--- config.mk ---
export PLATFORM = sky130hd
export DESIGN_NAME = tx_seq_ctrl
export DESIGN_NICKNAME = d
export VERILOG_FILES = /design/src/rtl/tx_pkg.sv /design/src/rtl/tx_seq_ctrl_edge_det.sv /design/src/rtl/tx_seq_ctrl.sv
export SDC_FILE = /design/constraint.sdc
export NUM_CORES = 1
export LEC_CHECK = 0
export BUFFER_PORTS_ARGS = -buffer_cell sky130_fd_sc_hd__buf_2
export CELL_PAD_IN_SITES_DETAIL_PLACEMENT = 0
export CELL_PAD_IN_SITES_GLOBAL_PLACEMENT = 1
export CORE_MARGIN = 2
export CORE_UTILIZATION = 41
export DETAILED_ROUTE_END_ITERATION = 16
export PLACE_DENSITY_LB_ADDON = 0.12
export SLEW_MARGIN = 30
export SYNTH_ARGS = -nofsm -noshare
export SYNTH_HDL_FRONTEND = slang
export SYNTH_SLANG_ARGS = --single-unit
--- constraint.sdc ---
create_clock -name clk -period 3.35 [get_ports clk]
set_clock_uncertainty 0.1 [all_clocks]
set_input_delay 0.1675 -clock clk [delete_from_list [all_inputs] [get_ports clk]]
set_output_delay 0.1675 -clock clk [all_outputs]
set_load 0.05 [all_outputs]
--- src/rtl/tx_pkg.sv ---
// Shared types for the Zigbee TX sequencer: FSM states and error codes.
package tx_pkg;

   typedef enum logic [2:0] {
      IDLE,
      WAIT_FILL,
      GUARD,
      SEND,
      DRAIN,
      ERR
   } tx_state_t;

   typedef enum logic [1:0] {
      ERR_NONE     = 2'd0,
      ERR_UNDERRUN = 2'd1,
      ERR_TIMEOUT  = 2'd2,
      ERR_ABORT    = 2'd3
   } err_code_t;

endpackage

--- src/rtl/tx_seq_ctrl_edge_det.sv ---
// Registered edge detector: one flop of history, rise/fall derived from it.
module edge_det (
   input  logic clk,
   input  logic reset_n,
   input  logic din,
   output logic rise,
   output logic fall
);

   logic din_q;

   // Keep one cycle of history of the input strobe.
   always_ff @(posedge clk or negedge reset_n) begin
      if (!reset_n) din_q <= 1'b0;
      else          din_q <= din;
   end

   assign rise = din & ~din_q;
   assign fall = ~din & din_q;

endmodule

--- src/rtl/tx_seq_ctrl.sv ---
// Transmit sequencer: gates the FIFO TX read enable so exactly one PSDU of
// frame_len bytes is serialised, with PA guard, fill timeout and abort.
module tx_seq_ctrl
   import tx_pkg::*;
#(
   parameter int LEN_W        = 7,
   parameter int GUARD_CYC    = 200,
   parameter int FILL_TIMEOUT = 50000
) (
   input  logic             clk,
   input  logic             reset_n,
   input  logic             start,
   input  logic             abort,
   input  logic [LEN_W-1:0] frame_len,
   input  logic             fifo_mem_state,
   input  logic             iq_rate,
   output logic             en_iq,
   output logic             busy,
   output logic             done,
   output logic             err,
   output logic [1:0]       err_code,
   output logic [LEN_W+2:0] bits_sent
);

   localparam int CNT_W = LEN_W + 3;
   localparam int TMR_W = $clog2(FILL_TIMEOUT);
   localparam int GRD_W = $clog2(GUARD_CYC + 1);

   tx_state_t        state;
   err_code_t        code_q;
   logic [CNT_W-1:0] total_bits;
   logic [CNT_W-1:0] bits_q;
   logic [CNT_W-1:0] bits_inc;
   logic [TMR_W-1:0] fill_tmr;
   logic [GRD_W-1:0] guard_cnt;
   logic             iq_rise;
   logic             iq_fall;

   edge_det u_iq_edge (
      .clk     (clk),
      .reset_n (reset_n),
      .din     (iq_rate),
      .rise    (iq_rise),
      .fall    (iq_fall)
   );

   // Bit count after this cycle's strobe, saturating at the frame length.
   always_comb begin
      bits_inc = bits_q;
      if (iq_rise && (bits_q < total_bits)) bits_inc = bits_q + CNT_W'(1);
   end

   // Sequencer FSM with all outputs registered alongside the state.
   always_ff @(posedge clk or negedge reset_n) begin
      if (!reset_n) begin
         state      <= IDLE;
         code_q     <= ERR_NONE;
         total_bits <= '0;
         bits_q     <= '0;
         fill_tmr   <= '0;
         guard_cnt  <= '0;
         en_iq      <= 1'b0;
         busy       <= 1'b0;
         done       <= 1'b0;
         err        <= 1'b0;
      end else begin
         done <= 1'b0;
         err  <= 1'b0;
         case (state)
            IDLE: begin
               if (start) begin
                  code_q     <= ERR_NONE;
                  bits_q     <= '0;
                  total_bits <= {frame_len, 3'b000};
                  if (frame_len == '0) begin
                     done <= 1'b1;
                  end else begin
                     state    <= WAIT_FILL;
                     busy     <= 1'b1;
                     fill_tmr <= '0;
                  end
               end
            end
            WAIT_FILL: begin
               if (abort) begin
                  state  <= ERR;
                  err    <= 1'b1;
                  code_q <= ERR_ABORT;
               end else if (fifo_mem_state) begin
                  state     <= GUARD;
                  guard_cnt <= '0;
               end else if (fill_tmr == TMR_W'(FILL_TIMEOUT - 1)) begin
                  state  <= ERR;
                  err    <= 1'b1;
                  code_q <= ERR_TIMEOUT;
               end else begin
                  fill_tmr <= fill_tmr + TMR_W'(1);
               end
            end
            GUARD: begin
               if (abort) begin
                  state  <= ERR;
                  err    <= 1'b1;
                  code_q <= ERR_ABORT;
               end else if (guard_cnt == GRD_W'(GUARD_CYC - 1)) begin
                  state <= SEND;
                  en_iq <= 1'b1;
               end else begin
                  guard_cnt <= guard_cnt + GRD_W'(1);
               end
            end
            SEND: begin
               if (abort) begin
                  state  <= ERR;
                  err    <= 1'b1;
                  code_q <= ERR_ABORT;
                  en_iq  <= 1'b0;
               end else begin
                  bits_q <= bits_inc;
                  if (iq_rise && (bits_inc == total_bits)) begin
                     state <= DRAIN;
                  end else if (!fifo_mem_state && (bits_inc < total_bits)) begin
                     state  <= ERR;
                     err    <= 1'b1;
                     code_q <= ERR_UNDERRUN;
                     en_iq  <= 1'b0;
                  end
               end
            end
            DRAIN: begin
               if (abort) begin
                  state  <= ERR;
                  err    <= 1'b1;
                  code_q <= ERR_ABORT;
                  en_iq  <= 1'b0;
               end else if (iq_fall) begin
                  state <= IDLE;
                  en_iq <= 1'b0;
                  busy  <= 1'b0;
                  done  <= 1'b1;
               end
            end
            ERR: begin
               state <= IDLE;
               busy  <= 1'b0;
            end
            default: begin
               state <= IDLE;
               en_iq <= 1'b0;
               busy  <= 1'b0;
            end
         endcase
      end
   end

   assign err_code  = code_q;
   assign bits_sent = bits_q;

endmodule

# [Word-level counts from Yosys, hierarchy flattened]
# Cells that the tools add are included.
[classes] n_addsub=3 n_lt_le_gt_ge=2 n_eq_ne=29 mux=62 bitwise=6 reduce_logical=21
[op_table] op="$mux 16" n=5
[op_table] op="$mux 3" n=12
[op_table] op="$mux 8" n=4
[op_table] op="$pmux 16 s2" n=1
[op_table] op="$mux 10" n=3
[op_table] op="$ne 2x2->1 const B" n=12
[op_table] op="$mux 1" n=21
[op_table] op="$lt 10x10->1" n=2
[op_table] op="$pmux 10 s2" n=1
[op_table] op="$ne 3x3->1 const B" n=6
[op_table] op="$reduce_and 6->1" n=3
[op_table] op="$add 16x1->16 const B" n=1
[op_table] op="$eq 16x16->1 const B" n=1
[op_table] op="$mux 2" n=8
[op_table] op="$pmux 8 s2" n=1
[op_table] op="$pmux 3 s5" n=1
[op_table] op="$add 10x1->10 const B" n=1
[op_table] op="$eq 10x10->1" n=1
[op_table] op="$reduce_and 5->1" n=2
[op_table] op="$add 8x1->8 const B" n=1
[op_table] op="$eq 8x8->1 const B" n=1
[op_table] op="$ne 4x4->1 const B" n=2
[op_table] op="$pmux 2 s4" n=1
[op_table] op="$logic_not 7->1" n=1
[op_table] op="19 further kinds" n=31
[totals] output_inout_bits=16 ff_bits=51 word_cells=134 input_bits=13

# [Longest topological paths before layout]
# Gate-level depths: netlist (run 1).
[depth] ltp_word=10 ltp_mapped=16 mapped_depth_nobuf=16

# [Hierarchy]
# A second synthesis (run 1) with hierarchy kept.
[unflattened] hier_cells=359 hier_area_um2=3239.4
[by_module_without_submodules] mod="tx_seq_ctrl" cells_per_inst=356 seq_area_each_um2=1251.2 n_inst=1 area_each_um2=3199.3
[by_module_without_submodules] mod="edge_det" cells_per_inst=3 seq_area_each_um2=25.0 n_inst=1 area_each_um2=40.0

# [Worst setup path after synthesis (run 1)]
# Ideal clock, no wire load.
[synth_path] path_kind="register -> register" from="register bits_q[8] (netlist: bits_sent[8])" to="register en_iq" t_required_ns=3.132 path_buffers=0 path_slack_ns=-0.646 synth_period_minus_slack_ns=3.996 t_arrival_ns=3.778 setup_ns=0.118 path_stages_with_launch=16 path_cell_list="dfrtp_1 > ha_1 > a21o_1 > a211o_1 > a21oi_4 > nand4_4 > or2_4 > xnor2_1 > ha_1 > nand4_1 > nor3_1 > nand3_1 > mux2_4 > a31oi_1 > a2111oi_1 > a21o_1"
[synth_via] elab_chain_len=7 elab_cells_between_ends=11 cone_classes="add/sub: 1; order compare: 2; eq/ne: 3; mux: 1; reduce/logical: 4"
[synth_rtl] item="start, declared" line="tx_seq_ctrl.sv:32" rtl="logic [CNT_W-1:0] bits_q;"
[synth_rtl] item="start signal, assigned" line="tx_seq_ctrl.sv:119" rtl="bits_q <= bits_inc;"
[synth_rtl] item="$lt 10x10->1" line="tx_seq_ctrl.sv:50" rtl="if (iq_rise && (bits_q < total_bits)) bits_inc = bits_q + CNT_W'(1);"
[synth_rtl] item="$logic_and 1x1->1" line="tx_seq_ctrl.sv:50"
[synth_rtl] item="$mux 10 *" line="tx_seq_ctrl.sv:50"
[synth_rtl] item="$lt 10x10->1 / $eq 10x10->1 (equally long branches)" line="tx_seq_ctrl.sv:122, tx_seq_ctrl.sv:120"
[synth_rtl] item="$logic_and 1x1->1 (on tied branches)" line="tx_seq_ctrl.sv:122, tx_seq_ctrl.sv:120"
[synth_rtl] item="$ne 3x3->1 (no source line)"
[synth_rtl] item="$reduce_and 6->1 (no source line) *"
[synth_rtl] item="end signal, assigned" line="tx_seq_ctrl.sv:117" rtl="en_iq <= 1'b0;"
[synth_rtl] item="end signal, assigned" line="tx_seq_ctrl.sv:126" rtl="en_iq <= 1'b0;"
[synth_rtl] item="end signal, assigned" line="tx_seq_ctrl.sv:135" rtl="en_iq <= 1'b0;"
[synth_rtl] item="end, declared" line="tx_seq_ctrl.sv:17" rtl="output logic en_iq,"
# Mark *: on every way between the ends. The rest lies on a longest branch, timed or not.
# A chain may end at the register's enable or synchronous reset.

# [Worst setup path after layout (run 1)]
[layout_path] from="register bits_q[8] (netlist: bits_sent[8])" to="register code_q[0] (netlist: err_code[0])"
[layout_via] elab_chain_len=7 elab_cells_between_ends=11 cone_classes="add/sub: 1; order compare: 2; eq/ne: 3; mux: 1; reduce/logical: 4"
[layout_rtl] item="$lt 10x10->1" line="tx_seq_ctrl.sv:50"
[layout_rtl] item="$logic_and 1x1->1" line="tx_seq_ctrl.sv:50"
[layout_rtl] item="$mux 10 *" line="tx_seq_ctrl.sv:50"
[layout_rtl] item="$lt 10x10->1 / $eq 10x10->1 (equally long branches)" line="tx_seq_ctrl.sv:122, tx_seq_ctrl.sv:120"
[layout_rtl] item="$logic_and 1x1->1 (on tied branches)" line="tx_seq_ctrl.sv:122, tx_seq_ctrl.sv:120"
[layout_rtl] item="$ne 3x3->1 (no source line)"
[layout_rtl] item="$reduce_and 7->1 (no source line) *"
[layout_rtl] item="end signal, assigned" line="tx_seq_ctrl.sv:116" rtl="code_q <= ERR_ABORT;"
[layout_rtl] item="end signal, assigned" line="tx_seq_ctrl.sv:125" rtl="code_q <= ERR_UNDERRUN;"
[layout_rtl] item="end signal, assigned" line="tx_seq_ctrl.sv:134" rtl="code_q <= ERR_ABORT;"
[layout_rtl] item="end, declared" line="tx_seq_ctrl.sv:30" rtl="err_code_t code_q;"
# Marks and branches as above.

==> flow_summary.json, run 1 <==
{
  "outcome": "finished, violations left",
  "violations": "setup timing",
  "synth_edf_count": 0,
  "cts.sinks": 51,
  "die_height_um": 92.2,
  "grt_pass1_vias": 2624,
  "yosys_most_used_dff": "dfrtp_1",
  "insertedDiodeCount": 0,
  "hold_start": "frame_len[2]",
  "regToRegEndpoint": "err_code[0]",
  "rrSetupSlack_ns": -0.08,
  "slew_headroom_pct": 53.9,
  "post_synth.cell_area_avg_um2": 9.06,
  "yosysWarnings": 0,
  "placed_cells": 498,
  "crit_arrival_ns": 3.52,
  "vias": 2783,
  "rows": 32,
  "cts_buffer_depth": 2,
  "yosysMostFrequentCell": "dfrtp_1",
  "first_pass_iters": 4,
  "period_needed_ns": 3.43,
  "ctsHtreeMaxLevel": 2,
  "cts_root_buf": "clkbuf_8",
  "critPathCaptureType": "flop",
  "nets": 447,
  "intPower_uw": 1290,
  "vdd_drop_max_v": 0.000312,
  "dieArea_mm2": 0.00850,
  "utilization_pct": 51.8,
  "powerDensity_mw_per_mm2": 553,
  "drc": 0,
  "rsz0062_at_grt": "true",
  "hold_depth": 3,
  "synthCells": 352,
  "synthArstFlopShare_pct": 100,
  "via_per_inst": 5.34,
  "start_util_pct": 41.7,
  "drtIter0Drc": 134,
  "crit_type": "reg -> reg",
  "r2r_cells": 16,
  "hold_path.class": "in -> reg",
  "chipWidth_um": 92.2,
  "seqPwrFrac_pct": 38.9,
  "tightest_slew_ns": 0.686,
  "cp-startpoint": "bits_sent[8]",
  "cts_tree": "yes",
  "min_period_over_period_pct": 102,
  "syn_to_final_growth_pct": 24.3,
  "grt_max_degree": 37,
  "grt_pass1_wl_um": 13200,
  "nFillCells": 728,
  "p_comb_share_pct": 43.1,
  "ant_nets": 0,
  "drv_slew": 0,
  "cp_max_fo": 3,
  "clkTransAtPathRegs_ns": 0.10,
  "synthTopCellsByCount": "dfrtp_1, nand2_1, nor2_1, o21ai_0, nand3_1",
  "grt_util_all_layers_pct": 19.6,
  "cp_data_required_time_ns": 3.44,
  "ys_seq_elements": 51,
  "drv_cap": 0,
  "swShare_pct": 40.9,
  "rr_startpoint": "bits_sent[8]",
  "dpl_worst_slack_ns": -0.141,
  "yosysUniqueCellTypes": 60,
  "setup_viol": 4,
  "hpwl_um": 5800,
  "drive_gt1_share_pct": 27.0,
  "place.port_buffers": 28,
  "critPathLaunchType": "flop",
  "ios": 29,
  "core_mm2": 0.00765,
  "synth_fp_nets": 381,
  "synth_area_leaders": "dfrtp_1, ha_1, o21ai_0",
  "fin_ws_ns": -0.0830,
  "switchingPower_uw": 897,
  "place.gp.congestion": 0.887,
  "hold_end": "total_bits[5]",
  "overflow": 0,
  "yosys.area.top_type": "dfrtp_1",
  "setup_tns_ns": -0.195,
  "p_leak_uw": 0.00185,
  "hold_slack_ns": 0.00577,
  "synth.top_cell.area_share_pct": 40.0,
  "clock_latency_ns": 0.30,
  "fin_cells": 521,
  "numCtsBuffers": 5,
  "drt-total-wl_um": 7910,
  "synth_area_mm2": 0.00319,
  "antenna_found_initial": 0,
  "wl_per_cell_um": 15.2,
  "ys_seq_area_share_pct": 40.0,
  "max_freq_ghz": 0.291,
  "finalHoldViolCount": 0,
  "pwr-share-clk_pct": 18.1
}
==> power groups by stage <==
| stage | Sequential, uW | Combinational, uW | Clock (uW) |
|---|---|---|---|
| floorplan | 881 | 599 | 0 |
| global placement | 858 | 885 | 0 |
| detailed placement | 859 | 891 | 0 |
| CTS | 850 | 913 | 412 |
| global route | 873 | 1060 | 433 |
| finish | 852 | 944 | 396 |
==> stage by stage <==
stage	instance area, um^2	power (uW)
finish	3970	2190
global route	3970	2360
CTS	3870	2170
detailed placement	3660	1750
global placement	3660	1740
floorplan	3250	1480
==> timing repair <==
item,in CTS,in global routing
resized for setup,3,13
endpoints found under the setup margin,7,7
pin swaps,10,15
hold buffers,6,0
buffers inserted,5,6
hold endpoints to repair,20,0
==> worst max-delay path, stage by stage, from the launching register on <==
cell     delay, ns
dfrtp_2       0.44
ha_4          0.22
a21o_1        0.15
a211o_1       0.29
a21oi_4       0.20
buf_4         0.14
buf_4         0.09
nand4_1       0.14
xnor2_1       0.17
ha_1          0.29
nand4_1       0.12
nor3_2        0.16
nand3_1       0.12
mux2_4        0.31
a21oi_4       0.15
nor2_1        0.06
o32a_1        0.16
==> sequential cells by signal (all words and copies together), names as in the netlist <==
name	count
fill_tmr	16
bits_sent	10
guard_cnt	8
total_bits	7
state	3
err_code	2
busy	1
done	1
en_iq	1
err	1
u_iq_edge.din_q	1
==> layout make-up <==
type                            count  area, um^2  area share [%]
Sequential cell                    51        1280            32.4
Tap cell                          102         128            3.22
Multi-Input combinational cell    276        1900            48.0
Clock inverter                      1        7.51           0.189
Clock buffer                        7        96.3            2.43
Timing Repair Buffer               73         504            12.7
Inverter                           11        41.3            1.04
==> cells by family (layout without fill, tap and decap cells) <==
kind of cell               Yosys count  after routing  share of synthesized area, %
AOI/OAI and AO/OA                   85             85                          17.3
xor gates and xnor gates            24             24                          6.59
adders and majority gates           16             16                          6.28
buffers and inverters               25             92                          3.81
DFF                                 51             51                          40.0
muxes                                3              3                          1.14
and+or+nand+nor                    148            148                          24.8
==> how the worst max path moves through the flow <==
stage                             end  slack [ns]  depth (start not counted)
after detailed placement        en_iq       -0.14                         15
after global placement    err_code[0]       -0.06                         16
after global routing      err_code[0]       -0.30                         17
after CTS                 err_code[0]       -0.10                         15
after floorplan                 en_iq       -0.22                         15
final                     err_code[0]       -0.08                         16
==> per-layer routing <==
layer  GRT usage, %  vias to the layer above  routed length [um]
met2           29.2                       41                3510
met3           3.29                        2                 251
met4           4.73                        0                  44
met1           29.7                     1342                4110
li1               -                     1398                   -
met5              0                        -                   0
==> cell usage in the layout (no fill, tap or decap), types with 2 or more instances in the layout <==
cell,count
xnor2_1,6
nor2_2,2
a21oi_4,2
nand2_1,35
xor2_1,16
nand3_1,16
buf_6,3
ha_1,14
nor4bb_1,2
nand2b_1,2
xnor2_2,2
a211o_1,2
or3_1,3
and2b_2,2
inv_1,9
clkbuf_8,7
a21oi_1,12
nor4_1,2
buf_4,36
o31ai_1,5
o22ai_1,2
ha_4,2
o21ai_1,4
a31oi_1,2
nor2_1,32
nor2b_1,6
a211oi_1,2
buf_2,28
nor3_1,10
a21o_1,6
inv_2,2
dlygate4sd3_1,6
nand4_1,10
o21ai_0,30
dfrtp_1,45
and2_1,3
and3_1,9
dfrtp_2,6
(Power assumes the default switching activity.)
==> run 2, diff against run 1 <==
--- a/config.mk
+++ b/config.mk
@@ -11,7 +11,7 @@
 export CORE_MARGIN = 2
 export CORE_UTILIZATION = 41
 export DETAILED_ROUTE_END_ITERATION = 16
-export PLACE_DENSITY_LB_ADDON = 0.12
+export PLACE_DENSITY = 0.84
 export SLEW_MARGIN = 30
 export SYNTH_ARGS = -nofsm -noshare
 export SYNTH_HDL_FRONTEND = slang
==> run 2 against run 1 <==
  * The run still ends with setup timing left
  * Global-route usage fell by 0.61 points
  * Combinational power down 3.2%
  * Maximum frequency down 1.4%
  * Worst hold slack improved by 0.12 ns
  * Routed wire length down 2.5%
  * Clock power is 14% higher
  * Utilization decreased by 0.74 points
==> flow_summary.json, run 2 (same netlist as run 1, synthesis figures left out) <==
{
  "outcome": "finished, violations left",
  "violations": "setup timing",
  "drv_slew": 0,
  "cp_slowest_cell": "a2111o_1",
  "place.port_buffers": 28,
  "fin_area_mm2": 0.00391,
  "rows": 32,
  "setup_tns_ns": -0.408,
  "via_per_inst": 5.45,
  "syn_to_final_growth_pct": 22.6,
  "grt_util_all_layers_pct": 19.0,
  "ant_nets": 0,
  "vias": 2825,
  "core_mm2": 0.00765,
  "layout_common_cells": "dfrtp_1, nand2_1, buf_4",
  "placed_area_mm2": 0.00365,
  "wl_per_cell_um": 14.9,
  "critPathCaptureType": "flop",
  "setup_viol": 6,
  "tightest_slew_ns": 0.731,
  "hpwl_um": 5760,
  "overflow": 0,
  "drv_cap": 0,
  "rsz0062_at_grt": "true",
  "grt_pass1_wl_um": 12900,
  "drtIter0Drc": 213,
  "powerDensity_mw_per_mm2": 565,
  "crit_arrival_ns": 3.59,
  "fin_ws_ns": -0.130,
  "crit_type": "reg -> reg",
  "clkTransAtPathRegs_ns": 0.10,
  "cp_max_fo": 4,
  "largest-register": "fill_tmr",
  "antenna_found_initial": 0,
  "slew_headroom_pct": 51.3,
  "chipWidth_um": 92.2,
  "drt-total-wl_um": 7710,
  "cp.buffers_inverters": 0,
  "drive_gt1_share_pct": 24.8,
  "cp_common_cell": "ha_1",
  "cts.sinks": 51,
  "cts_tree": "yes",
  "largest_register_ffs": 16,
  "ios": 29,
  "grt_max_degree": 33,
  "max_freq_ghz": 0.287,
  "finalHoldViolCount": 0,
  "cp_data_required_time_ns": 3.46,
  "hold_path.class": "in -> reg",
  "drc": 0,
  "min_period_over_period_pct": 104,
  "cts_root_buf": "clkbuf_8",
  "final_common_cell": "dfrtp_1",
  "period_needed_ns": 3.48,
  "die_height_um": 92.2,
  "crit_chain": "ha_1 > o2111a_1 > a2111o_1 > nor2_2 > xor2_1 > ha_1 > nand4_1 > nor3_2 > nand3_1 > mux2_4 > a31oi_4 > a2111oi_2 > a21o_1",
  "vdd_drop_max_v": 0.000309,
  "critPathMaxStageDelay_ns": 0.49,
  "critPathLaunchType": "flop",
  "start_util_pct": 41.7,
  "dieArea_mm2": 0.00850,
  "ctsHtreeMaxLevel": 2,
  "p_leak_uw": 0.00183,
  "first_pass_iters": 4,
  "cts_buffer_depth": 2,
  "crit_family": "compound AO/OA/AOI/OAI gates",
  "place.gp.congestion": 0.902,
  "insertedDiodeCount": 0,
  "clock_latency_ns": 0.31,
  "nets": 444,
  "grt_pass1_vias": 2710,
  "numCtsBuffers": 5
}
==> run 2: cell types whose count changed in the layout (fill, tap and decap cells not counted), sizes merged <==
| cell | delta |
|---|---|
| bufinv | +1 |
| dlygate4sd3 | +3 |
| buf | -6 |
| clkbuf | -2 |
| inv | +1 |
==> run 2: per-stage QoR <==
stage | hold slack (ns) | utilization (%) | cells | setup WS [ns] | total power (uW)
2_1_floorplan | -0.228 | - | 352 | -0.217 | 1480
3_3_place_gp | 0.175 | 47.7 | 496 | -0.0481 | 1730
3_5_place_dp | 0.181 | 47.7 | 496 | -0.179 | 1750
4_1_cts | 0.117 | 51.1 | 518 | -0.128 | 2220
5_1_grt | 0.166 | 51.1 | 518 | -0.309 | 2370
6_report | 0.122 | 51.1 | 518 | -0.130 | 2210
==> run 2: per-layer routing <==
metal  GRT usage (%)  vias up  routed length [um]
met4            6.34        0                 122
met2            30.0       66                3530
met3            2.88       12                 321
met1            26.8     1354                3730
li1                -     1393                   -
met5               0        -                   0
==> run 2: final timing paths <==
kind | from | to | slack [ns] | cells after the start
setup / recovery | bits_sent[6] | en_iq | -0.13 | 13
hold / removal | start | busy | 0.12 | 3
setup reg to reg | bits_sent[6] | en_iq | -0.13 | 13
hold reg to reg | fill_tmr[2] | fill_tmr[2] | 0.40 | 1
max in group asynchronous | reset_n | en_iq | 2.04 | 3
min in group asynchronous | reset_n | total_bits[4] | 0.33 | 2
==> run 2: timing repair <==
action | 4_1_cts | 5_1_grt
setup endpoints to repair | 6 | 7
gates resized for setup | 6 | 1
endpoints found under the hold margin | 39 | 0
hold buffers | 9 | 0
buffers inserted | 5 | 0
pin swaps | 10 | 1
==> run 2: cell type report <==
class	instances	area [um^2]
fill	735	3740
timing repair buffer	70	482
multi-input combinational	276	1860
tap	102	128
clock buffer	5	68.8
inverter	11	41.3
sequential	51	1280
clock inverter	3	46.3
==> run 2: where the power goes <==
part | total [uW] | internal, uW | switching [uW]
Clock | 452 | 225 | 226
Combinational | 914 | 363 | 551
Sequential | 844 | 724 | 119
==> run 2: tightest hold or removal path, delay by kind of cell <==
family / cells / cell delay (ns)
AOI/OAI and AO/OA: 2 / 0.19
buffers and inverters: 1 / 0.14
